[config.mk]
export PLATFORM = sky130hd
export DESIGN_NAME = fetch_unit
export DESIGN_NICKNAME = d
export VERILOG_FILES = /design/src/rtl/mips_pkg.sv /design/src/rtl/fetch_unit_next_pc_calc.sv /design/src/rtl/fetch_unit.sv
export SDC_FILE = /design/constraint.sdc
export NUM_CORES = 1
export LEC_CHECK = 0
export ABC_AREA = 0
export CORE_MARGIN = 2
export CORE_UTILIZATION = 40
export CTS_CLUSTER_DIAMETER = 40
export DETAILED_ROUTE_END_ITERATION = 8
export GPL_TIMING_DRIVEN = 0
export PLACE_DENSITY_LB_ADDON = 0.05
export SLEW_MARGIN = 40
export SYNTH_ARGS = -nofsm -noshare
export SYNTH_HDL_FRONTEND = slang
export SYNTH_SLANG_ARGS = --single-unit
[constraint.sdc]
create_clock -name clk -period 6.4 [get_ports clk]
set_clock_uncertainty 0.15 [all_clocks]
set_input_delay 0.64 -clock clk [delete_from_list [all_inputs] [get_ports clk]]
set_output_delay 0.64 -clock clk [all_outputs]
set_load 0.1 [all_outputs]
[src/rtl/mips_pkg.sv]
// Shared MIPS front-end definitions: fetch state encoding, opcodes, widths.
package mips_pkg;

  localparam int unsigned INSTR_W = 32;
  localparam int unsigned OP_W    = 6;
  localparam int unsigned IDX_W   = 26;

  // Fetch handshake state: waiting on imem, or holding a valid instruction
  typedef enum logic {
    FETCH = 1'b0,
    VALID = 1'b1
  } fetch_state_e;

  localparam logic [OP_W-1:0] OP_RTYPE = 6'd0;
  localparam logic [OP_W-1:0] OP_J     = 6'd2;
  localparam logic [OP_W-1:0] OP_BEQ   = 6'd4;
  localparam logic [OP_W-1:0] OP_LW    = 6'd35;
  localparam logic [OP_W-1:0] OP_SW    = 6'd43;

  // Primary opcode field of an instruction word
  function automatic logic [OP_W-1:0] get_op(input logic [INSTR_W-1:0] instr);
    return instr[INSTR_W-1 -: OP_W];
  endfunction

endpackage

[src/rtl/fetch_unit_next_pc_calc.sv]
// next_pc_calc: combinational next-PC select, jump > taken branch > sequential.
module next_pc_calc
  import mips_pkg::*;
#(
  parameter int unsigned ADDR_W = 32
) (
  input  logic [ADDR_W-1:0] i_pc_plus4,
  input  logic [IDX_W-1:0]  i_instr_idx,
  input  logic              i_branch,
  input  logic              i_zero,
  input  logic              i_jump,
  output logic [ADDR_W-1:0] o_next_pc
);

  logic [ADDR_W-1:0] w_br_off;
  logic [ADDR_W-1:0] w_br_tgt;
  logic [ADDR_W-1:0] w_j_tgt;

  // Branch offset: sign-extended 16-bit word offset, scaled to bytes
  assign w_br_off = {{(ADDR_W-18){i_instr_idx[15]}}, i_instr_idx[15:0], 2'b00};
  assign w_br_tgt = i_pc_plus4 + w_br_off;

  // Jump target keeps the upper region bits of pc+4 when the PC is wider than 28 bits
  generate
    if (ADDR_W > 28) begin : g_jtgt_wide
      assign w_j_tgt = {i_pc_plus4[ADDR_W-1:28], i_instr_idx, 2'b00};
    end else begin : g_jtgt_narrow
      assign w_j_tgt = {i_instr_idx, 2'b00};
    end
  endgenerate

  // Priority select of the next PC
  always_comb begin
    o_next_pc = i_pc_plus4;
    if (i_jump) begin
      o_next_pc = w_j_tgt;
    end else if (i_branch && i_zero) begin
      o_next_pc = w_br_tgt;
    end
  end

endmodule

[src/rtl/fetch_unit.sv]
// fetch_unit: PC owner and single-outstanding instruction fetch stage.
// Optional macro FETCH_PERF_CNT_EN adds fetch_cnt / stall_cnt counters.
module fetch_unit
  import mips_pkg::*;
#(
  parameter int unsigned       ADDR_W   = 32,
  parameter logic [ADDR_W-1:0] RESET_PC = ADDR_W'(32'h0000_0000)
) (
  input  logic               clk,
  input  logic               rst_n,
  output logic               imem_req,
  output logic [ADDR_W-1:0]  imem_addr,
  input  logic               imem_ready,
  input  logic [INSTR_W-1:0] imem_rdata,
  output logic [INSTR_W-1:0] instr_out,
  output logic [OP_W-1:0]    op_out,
  output logic               instr_valid,
  input  logic               stall_in,
  input  logic               branch,
  input  logic               zero,
  input  logic               jump,
  output logic [ADDR_W-1:0]  pc_out,
  output logic [ADDR_W-1:0]  pc_plus4
`ifdef FETCH_PERF_CNT_EN
  ,
  output logic [31:0]        fetch_cnt,
  output logic [31:0]        stall_cnt
`endif
);

  // Reset PC forced word-aligned so pc[1:0] stays 00
  localparam logic [ADDR_W-1:0] LP_RESET_PC = {RESET_PC[ADDR_W-1:2], 2'b00};

  fetch_state_e       r_state;
  fetch_state_e       w_state_nxt;
  logic [ADDR_W-1:0]  r_pc;
  logic [ADDR_W-1:0]  w_pc_nxt;
  logic [INSTR_W-1:0] r_instr;
  logic [INSTR_W-1:0] w_instr_nxt;
  logic [ADDR_W-1:0]  w_pc_plus4;
  logic [ADDR_W-1:0]  w_next_pc;
  logic               w_req;
  logic               w_valid;
  logic               w_consume;

  assign w_pc_plus4 = r_pc + ADDR_W'(4);

  // Next-PC selection from decoder/ALU controls and the held instruction
  next_pc_calc #(
    .ADDR_W (ADDR_W)
  ) u_next_pc_calc (
    .i_pc_plus4  (w_pc_plus4),
    .i_instr_idx (r_instr[IDX_W-1:0]),
    .i_branch    (branch),
    .i_zero      (zero),
    .i_jump      (jump),
    .o_next_pc   (w_next_pc)
  );

  // State, PC and instruction holding registers
  always_ff @(posedge clk or negedge rst_n) begin
    if (!rst_n) begin
      r_state <= FETCH;
      r_pc    <= LP_RESET_PC;
      r_instr <= '0;
    end else begin
      r_state <= w_state_nxt;
      r_pc    <= w_pc_nxt;
      r_instr <= w_instr_nxt;
    end
  end

  // Handshake next-state: capture on ready in FETCH, commit PC on consumption in VALID
  always_comb begin
    w_state_nxt = r_state;
    w_pc_nxt    = r_pc;
    w_instr_nxt = r_instr;
    w_req       = 1'b0;
    w_valid     = 1'b0;
    w_consume   = 1'b0;
    case (r_state)
      FETCH: begin
        w_req = 1'b1;
        if (imem_ready) begin
          w_instr_nxt = imem_rdata;
          w_state_nxt = VALID;
        end
      end
      VALID: begin
        w_valid = 1'b1;
        if (!stall_in) begin
          w_consume   = 1'b1;
          w_pc_nxt    = w_next_pc;
          w_state_nxt = FETCH;
        end
      end
      default: begin
        w_state_nxt = FETCH;
      end
    endcase
  end

  // Request is gated by rst_n so an in-flight fetch drops the moment reset asserts
  assign imem_req    = w_req & rst_n;
  assign imem_addr   = r_pc;
  assign pc_out      = r_pc;
  assign pc_plus4    = w_pc_plus4;
  assign instr_out   = r_instr;
  assign op_out      = get_op(r_instr);
  assign instr_valid = w_valid;

`ifdef FETCH_PERF_CNT_EN
  logic [31:0] r_fetch_cnt;
  logic [31:0] r_stall_cnt;
  logic        w_stall_cyc;

  assign w_stall_cyc = ((r_state == VALID) && stall_in) ||
                       ((r_state == FETCH) && !imem_ready);

  // Consumed-instruction and stall-cycle counters, free-running with wrap
  always_ff @(posedge clk or negedge rst_n) begin
    if (!rst_n) begin
      r_fetch_cnt <= '0;
      r_stall_cnt <= '0;
    end else begin
      if (w_consume) begin
        r_fetch_cnt <= r_fetch_cnt + 32'd1;
      end
      if (w_stall_cyc) begin
        r_stall_cnt <= r_stall_cnt + 32'd1;
      end
    end
  end

  assign fetch_cnt = r_fetch_cnt;
  assign stall_cnt = r_stall_cnt;
`else
  // Consumption only feeds the optional counters
  logic w_unused;
  assign w_unused = w_consume;
`endif

endmodule

# == Yosys cells after proc, flatten, opt, wreduce, memory -nomap -nowiden ==
# Cells that the tools add are included.
# totals
elab_cells,18
in_bits,39
output_inout_bits,136
ff_bits,65
# classes
n_mux,7
n_addsub,2
n_reduce_logical,3
bitwise_logic,3
# ops
op,n
$mux 32,2
$add 32x3->32 const B,1
$add 32x32->32,1
$mux 1,4
$reduce_and 2->1,2
$not 1->1,2
$pmux 1 s2,1
$and 1x1->1,1
$logic_and 1x1->1,1

# == Logic depth before layout (Yosys ltp) ==
# Gate-level depths: netlist of run 1.
# depth
depth_word,4
mapped_depth,17
ltp_nobuf,16

# == Hierarchy ==
# A second synthesis of run 1 with hierarchy kept.
# unflattened
hier_cells,585
area_unflattened_um2,5413.9
# modules_own_cells
module,cells_per_inst,area_per_inst_um2,n_inst,seq_area_each_um2
fetch_unit,261,3274.4,1,1626.6
next_pc_calc,324,2139.6,1,0.0

# == Least setup slack after synthesis of run 1 ==
# Ideal clock, no wire load.
# synth_timing
kind,register -> register
start,"register r_pc[2], in the netlist imem_addr[2]"
end,"register r_pc[30], in the netlist imem_addr[30]"
t_arrival_ns,5.674
path_buffers,0
slack_ns,0.494
period_less_slack_ns,5.906
required_time_ns,6.168
path_stages_with_launch,17
setup_ns,0.082
path_cell_list,dfrtp_1 ha_1 and2_1 nand4_1 nor2_1 and2_1 nand3_1 xnor2_1 ha_1 inv_1 o21ai_0 a21oi_1 a21boi_0 a41oi_2 a41oi_1 mux2_2 a31oi_1
# synth_via
elab_chain_len,4
# synth_lines
item,line,rtl
start: declaration,fetch_unit.sv:36,logic [ADDR_W-1:0] r_pc;
start signal: assignment,fetch_unit.sv:68,r_pc <= w_pc_nxt;
$add 32x3->32,fetch_unit.sv:46,assign w_pc_plus4 = r_pc + ADDR_W'(4);
via pc_plus4[24],fetch_unit.sv:23,output logic [ADDR_W-1:0] pc_plus4
$add 32x32->32,fetch_unit_next_pc_calc.sv:21,assign w_br_tgt = i_pc_plus4 + w_br_off;
$mux 32,fetch_unit_next_pc_calc.sv:37,end else if (i_branch && i_zero) begin
$mux 32,fetch_unit_next_pc_calc.sv:35,if (i_jump) begin
# The timed path passes the listed nets, and every way through them passes these cells.
# A chain may end at the register's enable or synchronous reset.

# == Worst setup path after layout of run 1 ==
# layout_timing
start,"register r_pc[2], in the netlist imem_addr[2]"
end,"register r_pc[30], in the netlist imem_addr[30]"
# layout_via
elab_chain_len,4
# layout_lines
item,line
$add 32x3->32 *,fetch_unit.sv:46
$add 32x32->32,fetch_unit_next_pc_calc.sv:21
$mux 32,fetch_unit_next_pc_calc.sv:37
$mux 32 *,fetch_unit_next_pc_calc.sv:35
# Every way passes the cells marked *; elsewhere a longest branch is shown, timed or not.

==> results of run 1 <==
## routing by layer
metal | vias to the layer above | wire length, µm | track usage (%)
li1 | 2545 | - | -
met1 | 2553 | 7690 | 33.3
met2 | 185 | 7980 | 39.4
met3 | 28 | 1050 | 3.75
met4 | 0 | 359 | 7.28
met5 | - | 0 | 0
## flip-flops by register name, summed over array words and instances, names as in the netlist
name	flops
imem_addr	30
r_state	1
instr_out	32
## how the worst max path moves through the flow
| stage | to | slack, ns | cells after the start |
|---|---|---|---|
| after CTS | imem_addr[30] | 2.01 | 16 |
| after global placement | imem_req | 0.83 | 3 |
| after floorplan | imem_addr[30] | 0.49 | 16 |
| after detailed placement | imem_addr[30] | 2.06 | 16 |
| after global routing | imem_addr[30] | 1.61 | 16 |
| final | imem_addr[30] | 1.97 | 16 |
## synthesized netlist by cell type, drive strengths merged, types with 10 or more instances
cell type and count:
and3 17, mux2 34, a21oi 40, nand2 59, o21ai 45, a21o 13, nor2 38, xor2 22
nand3 24, buf 48, xnor2 23, dfrtp 63, a31oi 10, clkbuf 17, inv 14, nor3 14
a211oi 10, ha 36
## critical path: stages (launching register included)
cell      delay (ns)
dfrtp_1         0.49
ha_1            0.26
and2_1          0.17
nand4_1         0.29
nor2_1          0.29
and2_1          0.22
nand3_1         0.10
xnor2_1         0.35
ha_1            0.37
inv_1           0.12
o21ai_0         0.10
a21oi_1         0.22
a21boi_0        0.28
a41oi_2         0.10
a41oi_1         0.30
mux2_2          0.36
a31oi_1         0.18
## cell type report
cell class              count  share of cell area (%)
clock buffers              12                    3.69
plain buffers              65                    5.99
multi-input cells         477                    47.9
repair buffers            169                    15.1
inverters                  14                   0.756
well taps                 176                    3.17
clock inverters             3                   0.612
flip-flops and latches     63                    22.7
## logic make-up after synthesis
group	after synthesis	synth area share, %
other cells	1	0.0700
compound gates	169	21.0
simple gates	182	16.7
flops	63	29.4
buf+inv	79	8.76
xor+xnor	45	7.35
mux	38	7.89
fa+ha+maj	37	8.78
## layout by cell type (no fill, tap or decap), types with 12 or more instances in the layout
master	netlist	final
xnor2_1	23	23
nand3_1	22	22
dfrtp_1	63	62
inv_1	14	14
a21oi_1	37	37
ha_1	36	36
xor2_1	22	22
a21o_1	12	12
clkbuf_1	16	17
o21ai_0	42	42
buf_2	2	132
nor2_1	37	37
and3_1	16	16
nand2_1	59	59
clkdlybuf4s50_1	0	37
mux2_2	34	34
buf_4	43	43
## through the flow
stage          util (%)  std cells  setup WS [ns]
2_1_floorplan         -        619          0.494
3_3_place_gp       55.4        963          0.835
3_5_place_dp       50.6        964           2.06
4_1_cts            52.9        979           2.01
5_1_grt            52.9        979           1.61
6_report           52.9        979           1.97
==> impl_metrics.csv, run 1 <==
group,metric,value,unit
floorplanning,fp-row-count,42,
clocking,clkLatencyLatePin,0.34,ns
logic_synthesis,ys_types,60,
timing,tightest_slew,0.781,ns
logic_synthesis,synth_ff_type,"dfrtp_1",
clocking,cts.sinks,63,
logic_synthesis,syn_inst,614,
detailed_routing,drt_iter0_drc,371,
logic_synthesis,syn-cell-area,5360,µm²
finish,ff_latch_area,1580,µm²
logic_synthesis,ys_warn_count,0,
timing,slew_viol_final,0,
detailed_routing,firstDrtPassIters,5,
finish,n_fill_cell,1301,
flow_run,maxCapViolations,0,
clocking,cts_inserted_buffers,9,
floorplanning,chipWidth,120,µm
clocking,postCtsHoldBufs,0,
clocking,cts_tree,"yes",
detailed_routing,wl_per_cell,17.4,µm
finish,syn_to_final_growth,29.7,%
critical_path,crit_fanout,8,
clocking,htreeDepth,3,
global_route,antenna_found_initial,0,
detailed_routing,via_per_inst,5.42,
critical_path,r2r_start,"imem_addr[2]",
critical_path,end_kind,"register",
critical_path,startpoint_type,"register",
detailed_routing,vias,5311,
critical_path,crit_required,6.50,ns
clocking,ctsResizeCount,0,
timing,max_freq,226,MHz
critical_path,path_class,"reg2reg",
critical_path,rrSetupSlack,1.97,ns
timing,final.min_clock_period,4.43,ns
detailed_routing,ant_nets,0,
finish,multi_input_area,3330,µm²
critical_path,worstSetupStartpoint,"imem_addr[2]",
timing,rsz0062_at_grt,"no",
floorplanning,start_util,40.8,%
timing,relSlewSlack,47.9,%
global_route,grt_pass1_vias,5175,
detailed_routing,drcViolationCount,0,
logic_synthesis,yosysTopAreaCell,"dfrtp_1",
global_route,grt_remaining_overflow,0,
critical_path,cp.arrival,4.53,ns
logic_synthesis,synth.top_cell.area_share,29.4,%
logic_synthesis,avgSynthCellArea,8.73,µm²
timing,setup_viol,0,
global_route,grt_max_degree,34,
floorplanning,fp.dieH,120,µm
placement,hpwl,13.3,mm
finish,antenna_cells,0,
finish,layout-drive-gt1-share,30.8,%
finish,nNetsFinal,875,
clocking,clockRootBuffer,"clkbuf_16",
placement,place.gp.congestion,0.925,
logic_synthesis,synth_edf_count,0,
logic_synthesis,yosysSeqAreaShare,29.4,%
global_route,grt_pass1_wl,27.4,mm
logic_synthesis,synthArstFlopShare,100,%
min_path,hp-class,"in2async",
timing,tns,0,ns
timing,whs,0.0306,ns
floorplanning,design.core.area,13100,µm²
floorplanning,die_area,14300,µm²
timing,finalCritPeriodShare,69.2,%
logic_synthesis,ys_ff_latch,63,
floorplanning,boundaryPins,175,
timing,finalHoldViolations,0,
logic_synthesis,synthTopCellsByArea,"dfrtp_1 (29%), ha_1 (8.4%), mux2_2 (7.1%)",
placement,dpl_cell_area,6650,µm²
outcome,status,"complete, no violations",
detailed_routing,routed_wl,17.1,mm
critical_path,r2r_end,"imem_addr[30]",
finish,final_area,6950,µm²
clocking,clock_path_buffers,2,
placement,numPortBuffers,168,
global_route,grt_usage,24.2,%
clocking,cts_setup_buffers,0,
clocking,clk_pin_slew_worst_paths,0.05,ns
critical_path,reg2reg_depth,16,
Power of run 1 is left out: the tool's default activity adds up to more than one toggle a clock period on the data nets, which glitch-free logic cannot reach.
==> inputs of run 2 (changes only) <==
==> constraint.sdc (replaced) <==
create_clock -name clk -period 4.6 [get_ports clk]
set_clock_uncertainty 0.15 [all_clocks]
set_input_delay 0.46 -clock clk [delete_from_list [all_inputs] [get_ports clk]]
set_output_delay 0.46 -clock clk [all_outputs]
set_load 0.1 [all_outputs]
==> run 2 against run 1 <==
Hold slack better by 0.35 ns. Routed wire length is 2.7% higher. Core utilization is 3.2 points higher. Die area stayed put. First-iteration DRC count is 19% lower. Sequential share of layout area is 0.83 points lower.
==> impl_metrics.csv, run 2 (synthesis gave the netlist of run 1 again) <==
group,metric,value,unit
clocking,clkLatencyLatePin,0.34,ns
critical_path,crit_path_frequent_cell,"ha_1",
placement,numPortBuffers,168,
finish,most-common-layout-cells,"buf_2 (132), nand2_1 (59), buf_4 (45), dfrtp_1 (45), o21ai_0 (42)",
min_path,hp-class,"reg2reg",
floorplanning,design.core.area,13100,µm²
critical_path,cp_num_buf_inv,1,
critical_path,path_delay_family,"compound AO/OA/AOI/OAI gates",
timing,relSlewSlack,45.0,%
critical_path,path_class,"reg2reg",
min_path,min-delay-start,"instr_out[26]",
detailed_routing,ant_nets,0,
flow_run,maxCapViolations,0,
critical_path,r2r_start,"imem_addr[2]",
critical_path,crit_fanout,8,
global_route,grt_max_degree,34,
clocking,htreeDepth,3,
critical_path,startpoint_type,"register",
clocking,clockRootBuffer,"clkbuf_16",
global_route,grt_remaining_overflow,0,
finish,antenna_cells,0,
placement,place.gp.congestion,0.901,
finish,ff_latch_area,1610,µm²
critical_path,crit_required,4.71,ns
critical_path,slowest_delay,0.48,ns
finish,largest_reg_flops,32,
floorplanning,fp-row-count,42,
floorplanning,start_util,40.8,%
critical_path,cp.arrival,4.38,ns
timing,max_freq,234,MHz
detailed_routing,routed_wl,17.5,mm
critical_path,worstSetupStartpoint,"imem_addr[2]",
finish,nNetsFinal,878,
detailed_routing,wl_per_cell,17.8,µm
clocking,cts_inserted_buffers,9,
floorplanning,die_area,14300,µm²
detailed_routing,drt_iter0_drc,299,
timing,tightest_slew,0.825,ns
detailed_routing,drcViolationCount,0,
timing,slew_viol_final,0,
global_route,grt_pass1_wl,27.3,mm
global_route,grt_pass1_vias,5052,
timing,finalCritPeriodShare,92.9,%
critical_path,path_cells,"ha_1, and2_1, nand4_1, nor2_2, and2_2, nand3_1, xnor2_4, ha_1, inv_1, o21ai_0, a21oi_1, a21boi_0, a41oi_2, a41oi_1, mux2_2, a31oi_1",
floorplanning,chipWidth,120,µm
critical_path,slowest_stage,"dfrtp_4",
timing,rsz0062_at_grt,"no",
finish,n_fill_cell,1234,
floorplanning,fp.dieH,120,µm
clocking,cts_tree,"yes",
detailed_routing,via_per_inst,5.41,
timing,whs,0.384,ns
global_route,antenna_found_initial,0,
timing,setup_viol,0,
floorplanning,boundaryPins,175,
timing,final.min_clock_period,4.27,ns
placement,hpwl,13.5,mm
clocking,clock_path_buffers,2,
finish,layout-drive-gt1-share,36.7,%
detailed_routing,firstDrtPassIters,4,
detailed_routing,vias,5320,
finish,multi_input_area,3720,µm²
clocking,cts.sinks,63,
critical_path,end_kind,"register",
outcome,status,"complete, no violations",
global_route,grt_usage,24.5,%
finish,final_common_cell,"buf_2",
finish,syn_to_final_growth,37.5,%
timing,finalHoldViolations,0,
clocking,clk_pin_slew_worst_paths,0.06,ns
## run 2: cell types whose count changed in the layout (fill, tap and decap cells not counted), moves of 6 or more
cell     previous run  this run
xnor2_2             0         6
xnor2_4             0         9
xnor2_1            23         8
xor2_4              0         7
dfrtp_2             1        13
xor2_1             22        10
dfrtp_1            62        45
## run 2: metal layers
| metal | routed length (µm) | up-vias | share of wire, % | GRT usage [%] |
|---|---|---|---|---|
| li1 | - | 2553 | - | - |
| met4 | 189 | 0 | 1.1 | 5.51 |
| met5 | 0 | - | 0 | 0 |
| met3 | 1150 | 14 | 6.6 | 4.37 |
| met1 | 8150 | 2557 | 46 | 34.9 |
| met2 | 8050 | 196 | 46 | 39.1 |
## run 2: final timing paths
kind                                 endpoint  slack [ns]  depth (start not counted)
worst min register to register  instr_out[26]        0.38                          1
max in group asynchronous       imem_addr[14]        3.39                          3
min in group asynchronous       imem_addr[11]        0.41                          2
worst max-delay path            imem_addr[30]        0.33                         16
worst max register to register  imem_addr[30]        0.33                         16
worst min-delay path            instr_out[26]        0.38                          1
## run 2: through the flow
stage	util [%]	TNS (ns)	instances	area, µm²	setup slack [ns]
after floorplan	-	0	619	5790	0.00160
after global placement	58.6	-0.648	963	7700	-0.648
after detailed placement	53.8	0	964	7070	0.165
after CTS	55.9	0	981	7350	0.137
after global routing	56.1	0	983	7370	0.0430
final	56.1	0	983	7370	0.325
## run 2: final cells by class
| cell class | count | share of cell area, % |
|---|---|---|
| multi-input cells | 477 | 50.5 |
| flip-flops and latches | 63 | 21.9 |
| repair buffers | 172 | 14.6 |
| plain buffers | 65 | 5.65 |
| clock buffers | 12 | 3.35 |
| well taps | 176 | 2.99 |
| inverters | 14 | 0.713 |
| clock inverters | 4 | 0.306 |
## run 2: what timing repair did
action,in CTS,in global routing
hold buffers,1,0
resized for setup,0,3
endpoints found under the setup margin,0,2
buffers inserted,0,2
hold endpoints to repair,30,0
Power of run 2 is left out for the same reason.
==> inputs of run 3 (changes only) <==
--- a/config.mk
+++ b/config.mk
@@ -6,6 +6,7 @@
 export NUM_CORES = 1
 export LEC_CHECK = 0
 export ABC_AREA = 0
+export CORE_ASPECT_RATIO = 2
 export CORE_MARGIN = 2
 export CORE_UTILIZATION = 40
 export CTS_CLUSTER_DIAMETER = 40
==> constraint.sdc (replaced) <==
create_clock -name clk -period 4.6 [get_ports clk]
set_clock_uncertainty 0.15 [all_clocks]
set_input_delay 0.46 -clock clk [delete_from_list [all_inputs] [get_ports clk]]
set_output_delay 0.46 -clock clk [all_outputs]
set_load 0.05 [all_outputs]
==> run 3 against run 2 <==
The flow now finishes with violations (design-rule violations). Hold slack got worse by 0.00070 ns. Core utilization increased by 2.2 points. Flip-flop and latch count is the same. Die area increased by 0.39%. First-iteration DRC count grew 2.7%. Non-clock buffer count shrank 2. Design area is 3.4% higher. Routed wire length rose by 14%. Setup slack lost 0.16 ns. Maximum frequency fell by 3.7%. Via count increased by 3.5%. Global-route usage up 3.1 points.
==> impl_metrics.csv, run 3 (synthesis gave the netlist of run 1 again) <==
group,metric,value,unit
outcome,failed_checks,"design-rule violations",
power,power,6230,µW
finish,most-common-layout-cells,"clkdlybuf4s50_1 (167), dfrtp_1 (62), nand2_1 (59)",
finish,ff_latch_area,1580,µm²
detailed_routing,ant_nets,0,
detailed_routing,drcViolationCount,10,
finish,multi_input_area,3360,µm²
critical_path,crit_fanout,8,
timing,setup_ws,0.162,ns
finish,final_common_cell,"clkdlybuf4s50_1",
timing,rsz0062_at_grt,"no",
timing,relSlewSlack,46.2,%
timing,slew_viol_final,0,
finish,final_area,7620,µm²
timing,final.min_clock_period,4.44,ns
critical_path,worstSetupStartpoint,"imem_addr[2]",
floorplanning,die_area,14400,µm²
flow_run,maxCapViolations,0,
global_route,grt_pass1_vias,5688,
floorplanning,chipWidth,85.8,µm
min_path,min-delay-start,"instr_out[22]",
global_route,grt_usage,27.6,%
detailed_routing,routed_wl,20.0,mm
detailed_routing,wl_per_cell,20.9,µm
timing,setup_viol,0,
placement,place.gp.congestion,0.957,
floorplanning,start_util,41.0,%
finish,layout-drive-gt1-share,15.0,%
critical_path,r2r_start,"imem_addr[2]",
detailed_routing,drt_iter0_drc,307,
placement,dp_slack,0.157,ns
clocking,clockRootBuffer,"clkbuf_16",
timing,finalCritPeriodShare,96.5,%
global_route,grt_pass1_wl,30.0,mm
clocking,clk_pin_slew_worst_paths,0.06,ns
detailed_routing,vias,5507,
critical_path,crit_required,4.71,ns
clocking,cts_inserted_buffers,9,
finish,antenna_cells,0,
finish,n_fill_cell,1212,
critical_path,startpoint_type,"register",
finish,largest_reg_flops,32,
detailed_routing,wl_met2,11.2,mm
critical_path,path_class,"reg2reg",
power,p_leak,0.00332,µW
timing,max_freq,225,MHz
global_route,grt_remaining_overflow,0,
critical_path,end_kind,"register",
detailed_routing,met1_length,6.46,mm
placement,hpwl,15.8,mm
floorplanning,fp.dieH,168,µm
outcome,status,"finished, violations left",
clocking,clock_path_buffers,2,
timing,tns,0,ns
timing,finalHoldViolations,0,
floorplanning,boundaryPins,175,
detailed_routing,route.met3.wl,966,µm
floorplanning,design.core.area,13100,µm²
clocking,cts_setup_buffers,0,
global_route,antenna_found_initial,0,
clocking,cts_tree,"yes",
placement,numPortBuffers,168,
finish,nNetsFinal,876,
global_route,grt_max_degree,36,
clocking,cts.sinks,63,
timing,tightest_slew,0.807,ns
power,p_per_area,817,nW/µm²
finish,final_cell_count_no_fill,957,
finish,syn_to_final_growth,42.2,%
placement,dpl_cell_area,7290,µm²
floorplanning,fp-row-count,59,
detailed_routing,top_layer_used,"met4",
min_path,hp-class,"reg2reg",
placement,numPlacedInstances,940,
critical_path,cp.arrival,4.55,ns
clocking,clkLatencyLatePin,0.34,ns
detailed_routing,via_per_inst,5.75,
power,irDropWorstVdd,0.000526,V
detailed_routing,firstDrtPassIters,7,
clocking,htreeDepth,3,
[run 3: cell count changes in the layout (fill, tap and decap cells not counted), moves of 4 or more]
| cell | before | now |
|---|---|---|
| xnor2_1 | 8 | 21 |
| xor2_2 | 5 | 1 |
| dfrtp_4 | 5 | 0 |
| xor2_4 | 7 | 0 |
| dfrtp_1 | 45 | 62 |
| clkdlybuf4s50_1 | 37 | 167 |
| xnor2_2 | 6 | 2 |
| xnor2_4 | 9 | 0 |
| dfrtp_2 | 13 | 1 |
| buf_2 | 132 | 2 |
| xor2_1 | 10 | 21 |
[run 3: final cells by class]
| class | instances | share of cell area [%] |
|---|---|---|
| multi-input combinational | 477 | 44.0 |
| timing repair buffer | 170 | 22.5 |
| sequential | 63 | 20.7 |
| buffer | 65 | 5.47 |
| clock buffer | 11 | 3.05 |
| tap | 152 | 2.50 |
| clock inverter | 5 | 1.08 |
| inverter | 14 | 0.689 |
[run 3: power by group]
part / switching [µW] / internal (µW) / leakage (µW)
sequential: 295 / 721 / 0.000749
clock: 273 / 476 / 0.000154
combinational: 2830 / 1630 / 0.00242
total: 3400 / 2830 / 0.00332
[run 3: critical path, stage by stage, from the launching register on]
cell and delay, ns:
dfrtp_1 0.54, ha_1 0.30, and2_1 0.17, nand4_1 0.22, nor2_2 0.28, and2_1 0.31, nand3_1 0.16, xnor2_2 0.24
ha_1 0.34, inv_1 0.11, o21ai_0 0.10, a21oi_1 0.22, a21boi_0 0.25, a41oi_2 0.10, a41oi_1 0.35, mux2_2 0.37
a31oi_1 0.16
[run 3: routing by layer]
metal	global-route usage, %	vias to the layer above
li1	-	2546
met1	26.1	2618
met2	53.5	265
met3	3.35	78
met4	17.5	0
met5	0	-
[run 3: per-stage QoR]
step                      utilization (%)  hold WS, ns
after global routing                 58.3        0.398
after global placement               55.6        0.366
after CTS                            58.3        0.384
after floorplan                         -       0.0144
final                                58.3        0.383
after detailed placement             55.8        0.216
[run 3: final timing paths]
check                      cells after the start             to  slack (ns)
setup reg to reg                              16  imem_addr[30]        0.16
hold reg to reg                                1  instr_out[22]        0.38
hold / removal                                 1  instr_out[22]        0.38
max in group asynchronous                      3  instr_out[15]        3.36
min in group asynchronous                      2  instr_out[30]        0.42
setup / recovery                              16  imem_addr[30]        0.16
[run 3: timing repair]
action | CTS | global route
hold buffers | 1 | 0
endpoints found under the setup margin | 0 | 2
resized for setup | 0 | 2
hold endpoints to repair | 28 | 0
(Power assumes the default switching activity.)
